File: config.mk
export PLATFORM = sky130hd
export DESIGN_NAME = alu_share_arb
export DESIGN_NICKNAME = d
export VERILOG_FILES = /design/src/rtl/alu_share_arb.sv
export SDC_FILE = /design/constraint.sdc
export NUM_CORES = 1
export LEC_CHECK = 0
export CORE_UTILIZATION = 35
export DETAILED_ROUTE_END_ITERATION = 10
export HOLD_SLACK_MARGIN = 0.12
export PLACE_DENSITY_LB_ADDON = 0.15
export SETUP_SLACK_MARGIN = 0.3
export SYNTH_ARGS = -nofsm -noshare
export SYNTH_HDL_FRONTEND = slang
export SYNTH_SLANG_ARGS = --single-unit
File: constraint.sdc
create_clock -name clk -period 2.4 [get_ports clk]
set_input_delay 0.48 -clock clk [delete_from_list [all_inputs] [get_ports clk]]
set_output_delay 0.48 -clock clk [all_outputs]
set_load 0.01 [all_outputs]
File: src/rtl/alu_share_arb.sv
// alu_share_arb
// -------------
// Round-robin arbiter and sequencer that lets two requesters share one
// registered 4-bit ALU (one-cycle result latency). One operation is in flight
// at a time: IDLE grants and latches operands, ISSUE holds the ALU inputs while
// the ALU registers its result, WAIT captures the result, and RESP presents it
// until the consumer takes it.
//
// Optional feature (macro ALU_SHARE_ARB_DIV0_TRAP_EN):
//   When defined, a granted divide (op 011) with b == 0 skips ISSUE/WAIT and
//   answers directly with data 0xFF and err = 1. When undefined, it is issued
//   to the ALU like any other op and err is always 0.
//
// Ports:
//   clk                     rising-edge clock
//   rst_n                   synchronous active-low reset
//   req_valid[1:0]          requester i presents an operation
//   req_ready[1:0]          requester i accepted this cycle (one-hot or zero)
//   req0_op/a/b, req1_op/a/b  per-requester op code (3b) and operands (4b)
//   alu_op, alu_a, alu_b    held inputs to the shared ALU
//   alu_result[7:0]         ALU registered result
//   resp_valid/resp_ready   response handshake
//   resp_data[7:0]          captured result
//   resp_id                 requester that issued the operation
//   resp_err                divide-by-zero trap flag
//   busy                    high whenever the FSM is not in IDLE

module alu_share_arb (
  input  logic       clk,
  input  logic       rst_n,
  input  logic [1:0] req_valid,
  output logic [1:0] req_ready,
  input  logic [2:0] req0_op,
  input  logic [3:0] req0_a,
  input  logic [3:0] req0_b,
  input  logic [2:0] req1_op,
  input  logic [3:0] req1_a,
  input  logic [3:0] req1_b,
  output logic [2:0] alu_op,
  output logic [3:0] alu_a,
  output logic [3:0] alu_b,
  input  logic [7:0] alu_result,
  output logic       resp_valid,
  input  logic       resp_ready,
  output logic [7:0] resp_data,
  output logic       resp_id,
  output logic       resp_err,
  output logic       busy
);

  typedef enum logic [1:0] {
    ST_IDLE  = 2'd0,
    ST_ISSUE = 2'd1,
    ST_WAIT  = 2'd2,
    ST_RESP  = 2'd3
  } state_e;

  state_e     state_q, state_d;
  logic       last_q, last_d;
  logic [2:0] alu_op_q, alu_op_d;
  logic [3:0] alu_a_q, alu_a_d;
  logic [3:0] alu_b_q, alu_b_d;
  logic [7:0] resp_data_q, resp_data_d;
  logic       resp_id_q, resp_id_d;
  logic       resp_err_q, resp_err_d;

  // Arbitration: a lone requester always wins; on a conflict the requester
  // that was not granted last wins.
  logic       gnt_any;
  logic       gnt_id;
  logic [2:0] sel_op;
  logic [3:0] sel_a;
  logic [3:0] sel_b;

  always_comb begin
    gnt_id = 1'b0;
    case (req_valid)
      2'b01:   gnt_id = 1'b0;
      2'b10:   gnt_id = 1'b1;
      2'b11:   gnt_id = ~last_q;
      default: gnt_id = 1'b0;
    endcase
  end

  // req_ready is combinational and suppressed while reset is asserted.
  assign gnt_any   = rst_n && (state_q == ST_IDLE) && (req_valid != 2'b00);
  assign req_ready = gnt_any ? (gnt_id ? 2'b10 : 2'b01) : 2'b00;

  assign sel_op = gnt_id ? req1_op : req0_op;
  assign sel_a  = gnt_id ? req1_a  : req0_a;
  assign sel_b  = gnt_id ? req1_b  : req0_b;

  always_comb begin
    state_d     = state_q;
    last_d      = last_q;
    alu_op_d    = alu_op_q;
    alu_a_d     = alu_a_q;
    alu_b_d     = alu_b_q;
    resp_data_d = resp_data_q;
    resp_id_d   = resp_id_q;
    resp_err_d  = resp_err_q;

    case (state_q)
      ST_IDLE: begin
        if (gnt_any) begin
          last_d    = gnt_id;
          alu_op_d  = sel_op;
          alu_a_d   = sel_a;
          alu_b_d   = sel_b;
          resp_id_d = gnt_id;
          state_d   = ST_ISSUE;
`ifdef ALU_SHARE_ARB_DIV0_TRAP_EN
          // Divide by zero is answered locally; the ALU inputs are still
          // updated so they always reflect the last granted operation.
          if (sel_op == 3'b011 && sel_b == 4'd0) begin
            resp_data_d = 8'hFF;
            resp_err_d  = 1'b1;
            state_d     = ST_RESP;
          end
`endif
        end
      end
      ST_ISSUE: begin
        // ALU samples the held inputs at this edge.
        state_d = ST_WAIT;
      end
      ST_WAIT: begin
        resp_data_d = alu_result;
        resp_err_d  = 1'b0;
        state_d     = ST_RESP;
      end
      ST_RESP: begin
        if (resp_ready) begin
          state_d = ST_IDLE;
        end
      end
      default: state_d = ST_IDLE;
    endcase
  end

  always_ff @(posedge clk) begin
    if (!rst_n) begin
      state_q     <= ST_IDLE;
      last_q      <= 1'b1;
      alu_op_q    <= 3'd0;
      alu_a_q     <= 4'd0;
      alu_b_q     <= 4'd0;
      resp_data_q <= 8'h00;
      resp_id_q   <= 1'b0;
      resp_err_q  <= 1'b0;
    end else begin
      state_q     <= state_d;
      last_q      <= last_d;
      alu_op_q    <= alu_op_d;
      alu_a_q     <= alu_a_d;
      alu_b_q     <= alu_b_d;
      resp_data_q <= resp_data_d;
      resp_id_q   <= resp_id_d;
      resp_err_q  <= resp_err_d;
    end
  end

  assign alu_op     = alu_op_q;
  assign alu_a      = alu_a_q;
  assign alu_b      = alu_b_q;
  assign resp_data  = resp_data_q;
  assign resp_id    = resp_id_q;
  assign resp_err   = resp_err_q;
  assign resp_valid = (state_q == ST_RESP);
  assign busy       = (state_q != ST_IDLE);

endmodule

==> impl_metrics.yaml <==
placement:
  place_hpwl_mm: 2.15
  gp_congestion: 0.795
  io_buffers: 58
status:
  status: "complete, no violations"
grt:
  grt_usage: 0.192
  antenna_found_initial: 0
  grt_max_degree: 13
  grt_overflow_total: 0
  grt_pass1_vias: 1049
  grt_pass1_wl_mm: 4.62
cts:
  clockBufferDepth: 2
  cts_tree: "done"
  clk_pin_slew_ns: 0.13
  insertion_delay_ns: 0.32
  cts_root_buf: "clkbuf_4"
  cts-buffers-inserted: 3
  cts_num_sinks: 23
  cts_setup_buffers: 0
  h-tree-depth: 1
sta:
  finClkSkew_ns: 0.000950
  grt_setup_unrepaired: "true"
  post-route-min-period_ns: 2.09
  fin_crit_sh: 0.871
  fin_hold_ws_ns: 0.513
  totalNegativeSetupSlack_ns: 0
  setup-violations-final: 0
  slew_violations: 0
  finalHoldViolCount: 0
  fmax_mhz: 478
logic_synthesis:
  synth_seq_cells: 23
  syn_inst: 100
  synth_ff_type: "dfxtp_1"
  yosysTopAreaCellShare: 0.456
  yosysSeqAreaShare: 0.456
  synth_edf_count: 0
  ys.warnings.count: 0
  syn-num-nets: 138
  ys_async_sr_fraction: 0
  synth_cell_types: 28
  synth.cell_area_sq_um: 1010
  yosysTopAreaCell: "dfxtp_1"
  syn_area_per_cell_sq_um: 10.1
  synth_most_common_cell: "dfxtp_1"
  yosys-top-cells-count: "dfxtp_1 (23), nor2_1 (9), a221o_1 (8), and3_1 (8), mux2i_1 (8)"
  synthTopCellsByArea: "dfxtp_1 (46%), a221o_1 (7.9%), mux2i_1 (7.9%)"
cells_and_area:
  n_antenna_cell: 0
  layout-drive-gt1-share: 0.127
  layout.nets: 205
  area_growth_pct: 67.7
detailed_routing:
  wire_per_inst_um: 14.2
  remaining_drc_errors: 0
  drt_wl_total_mm: 2.79
  initialDrtViolationCount: 24
  drtAntennaViolNets: 0
  num_vias: 1020
  dr.pass1.iters: 4
  viasPerCell: 5.18
critical_path:
  worst_setup_path_end_kind: "primary output"
  worstPathArrival_ns: 1.61
  crit-reg2reg-launch: "state_q[0]"
  cpPeakStageDelay_ns: 0.53
  cp_max_fo: 3
  ff2ff_setup_slack_ns: 0.78
  rr_endpoint: "alu_op[1]"
  worst-r2r-cell-count: 7
  critPathLaunchType: "primary input"
  slowest_stage: "clkdlybuf4s50_1"
  path_cells: "clkdlybuf4s50_1 -> and3_4 -> and2_4 -> clkdlybuf4s15_1"
  worstSetupPathType: "in2out"
  crit_required_ns: 1.92
die:
  start_util: 0.369
  die_w_um: 55.7
  num_rows: 19
  core_area_sq_um: 2730
  chipHeight_um: 55.7
  dieArea_sq_um: 3100
  ioPinCount: 60
power_and_ir_drop:
  leakagePower_nw: 0.706
  ir_drop_uv: 557
  p_per_area_nw_per_um2: 834
hold_path:
  hold-path-endpoint: "resp_data[6]"
  holdPathStages: 2
  hold_start: "resp_data[6]"
  hold_class: "reg2reg"
flow_run:
  max_cap_violations: 0
==> critical path: cells and delay by family <==
family | cells | cell delay (ns)
and+or+nand+nor | 2 | 0.34
buffers and inverters | 2 | 0.79
==> metal layers <==
metal  GRT usage  up-vias  wire [um]  part of all wire
li1            -      492          -                 -
met1       0.214      484       1170              0.42
met2       0.346       40       1390              0.50
met3      0.0465        4        195             0.070
met4      0.0857        0         39             0.014
met5           0        -          0                 0
==> state kept, by name (all words and copies together) (netlist names) <==
name       cells
alu_b          4
alu_op         3
resp_id        1
resp_data      8
state_q        2
alu_a          4
last_q         1
==> stage by stage <==
step           utilization  setup slack, ns  area [sq um]  std cells  total power [mW]
3_3_place_gp         0.608           0.0102          1660        193              1.22
6_report             0.619            0.310          1690        197              1.41
2_1_floorplan            -            0.798          1010        100             0.900
5_1_grt              0.619            0.293          1690        197              1.50
3_5_place_dp         0.608           0.0207          1660        193              1.24
4_1_cts              0.617            0.278          1690        197              1.42
==> power breakdown <==
group          leakage [nW]  internal (mW)  switching (mW)
registers             0.189          0.479          0.0523
logic                 0.502          0.398           0.291
clock network        0.0150         0.0651           0.127
==> layout by cell type (no fill, tap or decap), types with 4 or more instances in the layout <==
cell type,n
clkdlybuf4s50_1,54
dfxtp_1,21
buf_4,11
nor2_1,9
and3_1,8
a221o_1,8
mux2i_1,8
inv_1,4
==> logic make-up after synthesis <==
family | after synthesis | share of synthesized area
AO/OA/AOI/OAI | 23 | 0.188
adder cells (fa/ha/maj) | 3 | 0.0372
buffers and inverters | 11 | 0.0644
flip-flops | 23 | 0.456
multiplexers | 8 | 0.0793
other | 1 | 0.00371
AND/OR/NAND/NOR | 31 | 0.171
==> area by class of cell <==
type,instances,area (sq um)
fillers,257,1040
repair buffers,69,663
inverters,4,15.0
clock buffers,4,26.3
multi-input cells,66,487
well taps,31,38.8
flip-flops and latches,23,463
==> worst max-delay path by stage <==
stage | start | endpoint | slack, ns
after detailed placement | rst_n | req_ready[0] | 0.02
final | req_valid[0] | req_ready[0] | 0.31
after global placement | rst_n | req_ready[0] | 0.01
after floorplan | state_q[1] | req_ready[1] | 0.80
after CTS | rst_n | req_ready[0] | 0.28
after global routing | req_valid[0] | req_ready[0] | 0.29
==> repair_timing <==
| item | 4_1_cts | 5_1_grt |
|---|---|---|
| pin swaps | 0 | 0 |
| cloned | 0 | 0 |
| gates resized for setup | 5 | 3 |
| setup endpoints to repair | 3 | 2 |
| hold buffers | 0 | 0 |
No activity file was read; power rests on OpenSTA's default activity.
